[src/rtl/cgra_dma_sched_pkg.sv]
// Shared types for the CGRA DMA scheduler: FSM states and the descriptor layout.
package cgra_dma_sched_pkg;

    typedef enum logic [2:0] {
        S_IDLE,
        S_START,
        S_WAIT_BUSY,
        S_WAIT_DONE,
        S_CMPL,
        S_HUNG
    } sched_state_t;

    typedef struct packed {
        logic [31:0] src;
        logic [31:0] dst;
        logic [31:0] size;
    } dma_desc_t;

    localparam int unsigned DMA_WORD_BYTES = 4;

endpackage

[src/rtl/cgra_rr_arbiter.sv]
// Combinational round-robin arbiter: grants the first requester at or above ptr_i,
// wrapping modulo N.
module cgra_rr_arbiter #(
    parameter int unsigned N     = 2,
    parameter int unsigned IDX_W = (N > 1) ? $clog2(N) : 1
) (
    input  logic [N-1:0]     req_i,
    input  logic [IDX_W-1:0] ptr_i,
    output logic [N-1:0]     gnt_o,
    output logic [IDX_W-1:0] gnt_idx_o,
    output logic             gnt_valid_o
);

    logic [IDX_W-1:0] idx;

    always_comb begin
        gnt_o       = '0;
        gnt_idx_o   = '0;
        gnt_valid_o = 1'b0;
        idx         = '0;
        for (int unsigned k = 0; k < N; k++) begin
            idx = IDX_W'((32'(ptr_i) + k) % N);
            if (!gnt_valid_o && req_i[idx]) begin
                gnt_o[idx]  = 1'b1;
                gnt_idx_o   = idx;
                gnt_valid_o = 1'b1;
            end
        end
    end

endmodule

[src/rtl/cgra_dma_scheduler.sv]
// Round-robin front end sharing one CGRA DMA engine among NUM_REQ requesters,
// with launch pulse, busy/done tracking, watchdog and tagged completions.
module cgra_dma_scheduler
    import cgra_dma_sched_pkg::*;
#(
    parameter int unsigned NUM_REQ        = 2,
    parameter int unsigned ID_W           = (NUM_REQ > 1) ? $clog2(NUM_REQ) : 1,
    parameter int unsigned TIMEOUT_CYCLES = 65535
) (
    input  logic                  clk,
    input  logic                  rst_n,
    input  logic [NUM_REQ-1:0]    req_valid_i,
    output logic [NUM_REQ-1:0]    req_ready_o,
    input  logic [NUM_REQ*32-1:0] req_src_i,
    input  logic [NUM_REQ*32-1:0] req_dst_i,
    input  logic [NUM_REQ*32-1:0] req_size_i,
    output logic [31:0]           cfg_src_o,
    output logic [31:0]           cfg_dst_o,
    output logic [31:0]           cfg_size_o,
    output logic                  cfg_start_o,
    input  logic                  status_busy_i,
    input  logic                  status_done_i,
    output logic                  cmpl_valid_o,
    output logic [ID_W-1:0]       cmpl_id_o,
    output logic                  cmpl_err_o,
    output logic                  irq_o,
    output logic                  sched_busy_o,
    output logic [31:0]           done_count_o
);

    sched_state_t     state_q, state_d;
    dma_desc_t        cfg_q, cfg_d;
    logic [ID_W-1:0]  cur_id_q, cur_id_d;
    logic [ID_W-1:0]  rr_ptr_q, rr_ptr_d;
    logic             err_q, err_d;
    logic             hung_q, hung_d;
    logic             irq_q;
    logic [31:0]      wdog_q, wdog_d;
    logic [31:0]      done_count_q, done_count_d;

    logic [NUM_REQ-1:0] gnt;
    logic [ID_W-1:0]    gnt_idx;
    logic               gnt_valid;
    dma_desc_t          win_desc;
    logic               timeout;

    cgra_rr_arbiter #(
        .N     (NUM_REQ),
        .IDX_W (ID_W)
    ) u_arb (
        .req_i       (req_valid_i),
        .ptr_i       (rr_ptr_q),
        .gnt_o       (gnt),
        .gnt_idx_o   (gnt_idx),
        .gnt_valid_o (gnt_valid)
    );

    always_comb begin
        win_desc = '0;
        for (int i = 0; i < int'(NUM_REQ); i++) begin
            if (gnt[i]) begin
                win_desc.src  = req_src_i[32*i +: 32];
                win_desc.dst  = req_dst_i[32*i +: 32];
                win_desc.size = req_size_i[32*i +: 32];
            end
        end
    end

    assign timeout = (TIMEOUT_CYCLES != 0) && (wdog_q >= TIMEOUT_CYCLES);

    // Done always wins over a same-cycle timeout; a timed-out transfer parks in
    // S_HUNG because the engine cannot be aborted.
    always_comb begin
        state_d      = state_q;
        cfg_d        = cfg_q;
        cur_id_d     = cur_id_q;
        rr_ptr_d     = rr_ptr_q;
        err_d        = err_q;
        hung_d       = hung_q;
        wdog_d       = wdog_q;
        done_count_d = done_count_q;
        req_ready_o  = '0;
        cfg_start_o  = 1'b0;
        cmpl_valid_o = 1'b0;
        cmpl_id_o    = '0;
        cmpl_err_o   = 1'b0;

        if ((state_q == S_WAIT_BUSY || state_q == S_WAIT_DONE) && wdog_q != '1) begin
            wdog_d = wdog_q + 32'd1;
        end

        case (state_q)
            S_IDLE: begin
                if (rst_n && gnt_valid) begin
                    req_ready_o = gnt;
                    cfg_d       = win_desc;
                    cur_id_d    = gnt_idx;
                    rr_ptr_d    = (gnt_idx == ID_W'(NUM_REQ - 1)) ? '0 : gnt_idx + ID_W'(1);
                    err_d       = 1'b0;
                    state_d     = (win_desc.size != 32'd0) ? S_START : S_CMPL;
                end
            end
            S_START: begin
                cfg_start_o = 1'b1;
                wdog_d      = '0;
                state_d     = S_WAIT_BUSY;
            end
            S_WAIT_BUSY: begin
                if (status_done_i) begin
                    err_d   = 1'b0;
                    state_d = S_CMPL;
                end else if (status_busy_i) begin
                    state_d = S_WAIT_DONE;
                end
            end
            S_WAIT_DONE: begin
                if (status_done_i) begin
                    err_d   = 1'b0;
                    state_d = S_CMPL;
                end else if (timeout) begin
                    err_d   = 1'b1;
                    hung_d  = 1'b1;
                    state_d = S_CMPL;
                end
            end
            S_CMPL: begin
                cmpl_valid_o = 1'b1;
                cmpl_id_o    = cur_id_q;
                cmpl_err_o   = err_q;
                done_count_d = done_count_q + 32'd1;
                state_d      = hung_q ? S_HUNG : S_IDLE;
            end
            S_HUNG: begin
                if (!status_busy_i || status_done_i) begin
                    hung_d  = 1'b0;
                    state_d = S_IDLE;
                end
            end
            default: state_d = S_IDLE;
        endcase
    end

    always_ff @(posedge clk) begin
        if (!rst_n) begin
            state_q      <= S_IDLE;
            cfg_q        <= '0;
            cur_id_q     <= '0;
            rr_ptr_q     <= '0;
            err_q        <= 1'b0;
            hung_q       <= 1'b0;
            wdog_q       <= '0;
            done_count_q <= '0;
            irq_q        <= 1'b0;
        end else begin
            state_q      <= state_d;
            cfg_q        <= cfg_d;
            cur_id_q     <= cur_id_d;
            rr_ptr_q     <= rr_ptr_d;
            err_q        <= err_d;
            hung_q       <= hung_d;
            wdog_q       <= wdog_d;
            done_count_q <= done_count_d;
            irq_q        <= cmpl_valid_o;
        end
    end

    assign cfg_src_o    = cfg_q.src;
    assign cfg_dst_o    = cfg_q.dst;
    assign cfg_size_o   = cfg_q.size;
    assign irq_o        = irq_q;
    assign sched_busy_o = (state_q != S_IDLE);
    assign done_count_o = done_count_q;

endmodule

[config.mk]
export PLATFORM = sky130hd
export DESIGN_NAME = cgra_dma_scheduler
export DESIGN_NICKNAME = d
export VERILOG_FILES = /design/src/rtl/cgra_dma_sched_pkg.sv /design/src/rtl/cgra_rr_arbiter.sv /design/src/rtl/cgra_dma_scheduler.sv
export SDC_FILE = /design/constraint.sdc
export NUM_CORES = 1
export LEC_CHECK = 0
export ABC_AREA = 1
export CAP_MARGIN = 20
export CORE_MARGIN = 4
export CORE_UTILIZATION = 44
export CTS_CLUSTER_SIZE = 28
export DETAILED_ROUTE_END_ITERATION = 10
export PLACE_DENSITY = 0.81
export SLEW_MARGIN = 20
export SYNTH_ARGS = -nofsm -noshare
export SYNTH_HDL_FRONTEND = slang
export SYNTH_SLANG_ARGS = --single-unit
[constraint.sdc]
create_clock -name clk -period 2 [get_ports clk]
set_input_delay 0.2 -clock clk [delete_from_list [all_inputs] [get_ports clk]]
set_output_delay 0.2 -clock clk [all_outputs]
set_load 0.03 [all_outputs]
==> results of run 1 <==
==> metrics by stage <==
step	total power [uW]	setup slack [ns]
after floorplan	6050	0.148
final	11300	0.0901
after global placement	7810	-0.106
after CTS	11300	0.00380
after detailed placement	7840	-0.161
after global routing	11700	0.00383
==> synthesized netlist by cell type (2+ instances only) <==
cell type,instances,area (sq um)
inv_2,10,37.5
buf_2,22,110
buf_1,4,15.0
xnor2_1,7,61.3
nand3_4,3,52.6
nor2_1,92,345
nor4_1,9,56.3
o21ai_0,43,215
dfxtp_1,168,3360
a21oi_1,53,265
clkinv_2,2,10.0
nor3_4,3,48.8
nor2_8,2,40.0
buf_4,7,52.6
o21a_1,5,37.5
nand4_1,12,75.1
ha_1,2,25.0
nor3_1,29,145
nand2_4,5,56.3
nand2_1,391,1470
nor2_2,6,37.5
o21ai_1,2,10.0
a31oi_1,96,601
nor2_4,3,33.8
nand3_2,4,40.0
nand3_1,76,380
a211oi_1,3,22.5
a21oi_2,2,17.5
nor3_2,3,30.0
buf_6,5,56.3
inv_1,62,233
clkbuf_1,26,97.6
xor2_1,32,280
==> kinds of logic after synthesis <==
kind of cell	after synthesis	synth area share
AND/OR/NAND/NOR	647	0.342
AO/OA/AOI/OAI	208	0.144
flip-flops	168	0.397
buffers and inverters	140	0.0734
XOR/XNOR	39	0.0403
adder cells (fa/ha/maj)	2	0.00295
==> layer usage <==
metal	up-vias	routed length (um)
met3	78	2460
met2	412	15200
li1	4753	-
met1	4468	12400
met5	-	8
met4	2	1090
==> report_power, final <==
part           total, uW  switching, uW  internal, uW
Sequential          3960            241          3720
Combinational       3890           2250          1640
Clock               3440           1540          1900
Total              11300           4030          7270
==> flip-flops by register name (all words and copies together), names as in the netlist <==
signal	count
wdog_q	32
irq_o	1
done_count_o	32
err_q	1
cfg_dst_o	32
cfg_size_o	32
hung_q	1
state_q	3
rr_ptr_q	1
cur_id_q	1
cfg_src_o	32
==> worst max-delay path, cell delays in order (launching register included) <==
cell and delay [ns]:
dfxtp_1 0.35, inv_2 0.10, buf_4 0.12, nand3_4 0.11
nor2_1 0.18, dlygate4sd2_1 0.43
==> worst min-delay path by stage <==
stage,cells after the start,start,to,slack [ns]
2_1_floorplan,2,req_dst_i[10],cfg_dst_o[10],0.36
5_1_grt,3,req_src_i[4],cfg_src_o[4],0.33
3_5_place_dp,2,cur_id_q,cur_id_q,0.46
3_3_place_gp,2,wdog_q[31],wdog_q[31],0.45
4_1_cts,3,req_src_i[10],cfg_src_o[10],0.32
6_report,3,req_src_i[19],cfg_src_o[19],0.33
==> repair_timing <==
| action | CTS | global route |
|---|---|---|
| hold buffers | 0 | 0 |
| buffers inserted | 1 | 8 |
| setup endpoints to repair | 7 | 69 |
| resized for setup | 10 | 6 |
| pin swaps | 2 | 2 |
==> layout make-up <==
type,count,area [sq um]
multi-input combinational,896,4530
fill,1527,5630
inverter,76,292
clock buffer,18,439
tap,260,325
sequential,168,3360
clock inverter,14,159
timing repair buffer,416,4080
antenna,3,7.51
==> out/results.tsv, run 1 <==
stage	metric	value	unit
routing	via_per_inst	5.25	
routing	wl	31.2	mm
yosys	syn_area	0.00847	sq mm
yosys	synth_cells	1204	
grt	grt_start_max_net_pins	67	
timing	rsz0062_at_grt	no	
yosys	ys_seq_elements	168	
cells_and_area	fin_util	0.701	
grt	grt.busiest_layer	met2	
timing	whs	0.333	ns
clock_tree	clock_sinks	168	
critical_path	critPathKind	reg -> out	
clock_tree	clk_latency	0.43	ns
timing	fin_crit	1.91	ns
power	leakagePower	0.00495	uW
placement	routabilityCongestion	0.957	
worst_hold_path	hold_class	in -> reg	
yosys	yosysWarningCount	0	
yosys	synth_nets	1404	
clock_tree	htreeDepth	4	
critical_path	rrSetupSlack	0.15	ns
grt	antenna_found_initial	4	
floorplanning	num_rows	50	
cells_and_area	mostFrequentLayoutCells	nand2_1, clkdlybuf4s50_1, dfxtp_1, a31oi_1, nor2_1	
clock_tree	clockBufferDepth	2	
yosys	synth_ff_type	dfxtp_1	
grt	grt_pass1_vias	9293	
timing	clock_skew	0.0139	ns
critical_path	r2r-end	done_count_o[27]	
placement	io_buffers	333	
critical_path	crit_end	cmpl_err_o	
floorplanning	die_w	147	um
timing	setup_violations	0	
power	power_density	855	mW/mm^2
timing	max_freq	524	MHz
grt	globalRouteTotalUtil	0.275	
yosys	syn_area_per_cell	7.04	sq um
floorplanning	dieArea	0.0215	sq mm
critical_path	critPathLaunchType	register	
yosys	ys_seq_area_frac	0.397	
power	ir_drop	535	uV
cells_and_area	area_growth	55.8	%
critical_path	worstSetupStartpoint	state_q[0]	
routing	dr.pass1.iters	6	
yosys	ys_async_sr_fraction	0	
run_status	run_status	completed	
floorplanning	pin_count	334	
critical_path	cp_max_fo	6	
routing	drt-initial-drc-count	595	
grt	use_met2	0.467	
critical_path	r2r_start	state_q[0]	
grt	grt_pass1_wl	48.0	mm
timing	hold_viol	0	
critical_path	crit_path_end_kind	output pin	
yosys	ys_types	48	
timing	setup_tns	0	ns
timing	worstMarginPinSlew	0.567	ns
cells_and_area	nNetsFinal	1775	
cells_and_area	finalInstanceArea	0.0132	sq mm
routing	routed-via-count	9713	
floorplanning	core	0.0188	sq mm
critical_path	worstPathRequired	1.80	ns
critical_path	arrival	1.71	ns
yosys	synth_edf_count	0	
grt	grt-ovfl-total	0	
timing	relSlewSlack	0.622	
floorplanning	start_util	0.450	
clock_tree	cts_buffers	17	
timing	drv_slew	0	
clock_tree	clk_pin_slew_worst_paths	0.08	ns
grt	met1_usage	0.323	
critical_path	worst-r2r-cell-count	12	
placement	dpl.cell_count	1807	
clock_tree	cts_tree	yes	
cells_and_area	drive_above_1_share	0.110	
placement	place_hpwl	23.4	mm
timing	finalCritPeriodShare	0.955	
floorplanning	chipHeight	147	um
grt	grt_use_met3	0.0833	
cells_and_area	mostFrequentLayoutCell	nand2_1	
placement	place_area	0.0125	sq mm
flow_run	cap_viol_max_count	0	
routing	final_antenna_net_count	0	
cells_and_area	final_cells	1851	
routing	avgRoutedWirePerCell	16.8	um
routing	drc	0	
clock_tree	cts_root_buf	clkbuf_16	
(Power assumes the default switching activity.)
==> run 2, diff against run 1 <==
CORE_UTILIZATION = 55   (was 44)
CTS_CLUSTER_DIAMETER = 80   (was default)
DONT_BUFFER_PORTS = 1   (was default)
PLACE_DENSITY = 0.7   (was 0.81)
==> out/results.tsv, run 2 (synthesis gave the netlist of run 1 again) <==
stage	metric	value	unit
run_status	run_status	finished with violations	
run_status	violations	hold timing	
routing	avgRoutedWirePerCell	22.2	um
critical_path	critPathKind	reg -> reg	
timing	hold_viol	1	
routing	drc	0	
critical_path	critical_path_depth	12	
power	p_int	6730	uW
clock_tree	clk_pin_slew_worst_paths	0.07	ns
critical_path	timing.critical_path.buf_inv	6	
critical_path	arrival	2.29	ns
timing	drv_slew	0	
routing	dr.pass1.iters	6	
power	ir_drop	730	uV
timing	finalCritPeriodShare	0.975	
critical_path	worstSetupStartpoint	state_q[0]	
routing	final_antenna_net_count	0	
grt	globalRouteTotalUtil	0.397	
timing	whs	-0.0279	ns
routing	via_per_inst	6.21	
power	combPwrFrac	0.268	
critical_path	rrSetupSlack	0.05	ns
critical_path	cp_max_fo	18	
critical_path	crit_path_top_delay_cell	dfxtp_2	
cells_and_area	drive_above_1_share	0.127	
power	leakagePower	0.00472	uW
placement	io_buffers	0	
grt	antenna_found_initial	8	
critical_path	worst-r2r-cell-count	12	
power	clockPowerShare	0.296	
critical_path	cp_top_family	buffers and inverters	
floorplanning	chipHeight	132	um
grt	grt_pass1_wl	55.7	mm
critical_path	r2r_start	state_q[0]	
flow_run	cap_viol_max_count	0	
cells_and_area	final_cells	1706	
clock_tree	htreeDepth	4	
critical_path	r2r-end	cfg_src_o[17]	
worst_hold_path	hold_start	req_size_i[29]	
clock_tree	cts_buffers	17	
floorplanning	start_util	0.560	
placement	place_hpwl	20.0	mm
worst_hold_path	hold_class	in -> reg	
grt	grt_pass1_vias	10300	
power	power_frac_seq	0.436	
routing	wl	37.8	mm
critical_path	path_cells	inv_2 > nand2_4 > nor2_4 > inv_4 > nor2_4 > inv_4 > nor2_4 > buf_12 > buf_8 > buf_6 > nand2_1 > a31oi_1	
placement	routabilityCongestion	1.00	
critical_path	cpPeakStageDelay	0.33	ns
cells_and_area	mostFrequentLayoutCells	nand2_1, dlygate4sd3_1, dfxtp_1, a31oi_1, nor2_1	
grt	grt_start_max_net_pins	65	
cells_and_area	nNetsFinal	1694	
floorplanning	pin_count	334	
routing	drt-initial-drc-count	1304	
clock_tree	cts_tree	yes	
power	power_density	884	mW/mm^2
cells_and_area	area_growth	46.3	%
floorplanning	core	0.0151	sq mm
worst_hold_path	worstHoldEndpoint	cfg_size_o[29]	
floorplanning	num_rows	45	
clock_tree	clk_latency	0.44	ns
floorplanning	dieArea	0.0175	sq mm
clock_tree	clockBufferDepth	2	
critical_path	worstPathRequired	2.34	ns
timing	clock_skew	0.0125	ns
clock_tree	clock_sinks	168	
timing	fin_crit	1.95	ns
critical_path	crit_path_end_kind	register	
grt	grt-ovfl-total	0	
power	switching_share	0.386	
clock_tree	cts_root_buf	clkbuf_16	
timing	max_freq	513	MHz
timing	worstMarginPinSlew	0.645	ns
cells_and_area	mostFrequentLayoutCell	nand2_1	
critical_path	critPathLaunchType	register	
placement	dpl.cell_count	1399	
critical_path	critPathMostFrequentCell	nor2_4	
timing	relSlewSlack	0.570	
timing	setup_violations	0	
routing	routed-via-count	10600	
power	switching_power	4230	uW
floorplanning	die_w	132	um
worst_hold_path	whs_path_depth	2	
-- run 2: cell count changes in the layout (fill, tap and decap cells not counted), sizes merged, moves of 2 or more --
cell / change
buf: +6
clkbuf: +4
diode: +8
dlygate4sd3: +239
clkdlybuf4s50: -324
dlygate4sd2: -6
inv: -3
clkinv: +3
bufbuf: +2
-- run 2: per-stage QoR --
stage          area [sq um]  setup TNS [ns]  worst slack, ns   util  total power, uW
2_1_floorplan          8470               0            0.148      -             6050
3_3_place_gp           9000               0            0.101  0.594             6590
3_5_place_dp           9000               0           0.0491  0.594             6600
4_1_cts               12100               0           0.0154  0.800            10300
5_1_grt               12400         -0.0435          -0.0234  0.818            11300
6_report              12400               0           0.0503  0.819            11000
-- run 2: worst max path at each step --
stage                       end  slack [ns]
6_report          cfg_src_o[17]        0.05
3_5_place_dp          wdog_q[0]        0.05
3_3_place_gp          wdog_q[0]        0.10
2_1_floorplan  done_count_o[27]        0.15
5_1_grt          req_ready_o[0]       -0.02
4_1_cts          req_ready_o[1]        0.02
-- run 2: worst register-to-register path: stages, from the launching register on --
cell,delay [ns]
dfxtp_2,0.33
inv_2,0.07
nand2_4,0.06
nor2_4,0.15
inv_4,0.07
nor2_4,0.17
inv_4,0.08
nor2_4,0.14
buf_12,0.14
buf_8,0.18
buf_6,0.18
nand2_1,0.10
a31oi_1,0.21
-- run 2: power by group through the flow --
stage	sequential [uW]	clock [uW]	combinational [uW]
2_1_floorplan	4640	0	1410
3_3_place_gp	4790	0	1800
3_5_place_dp	4780	0	1830
4_1_cts	4720	3230	2400
5_1_grt	4800	3380	3100
6_report	4780	3240	2940
-- run 2: per-layer routing --
layer | vias up | wire [um] | GRT usage | share of wire
met5 | - | 0 | 0 | 0
met4 | 0 | 3320 | 0.267 | 0.088
met3 | 298 | 4470 | 0.138 | 0.12
met2 | 929 | 17200 | 0.642 | 0.46
met1 | 4775 | 12800 | 0.442 | 0.34
li1 | 4596 | - | - | -
-- run 2: timing repair --
item / CTS / global route
gates resized for setup: 3 / 24
buffers inserted: 6 / 13
endpoints found under the hold margin: 110 / 0
endpoints found under the setup margin: 2 / 64
pin swaps: 3 / 6
cloned: 2 / 3
hold buffers: 242 / 0
-- run 2: area by class of cell --
type	count	area (sq um)
Antenna cell	11	27.5
Clock buffer	20	447
Clock inverter	12	118
Fill cell	901	2750
Inverter	76	295
Multi-Input combinational cell	897	4600
Sequential cell	168	3370
Tap cell	188	235
Timing Repair Buffer	334	3300
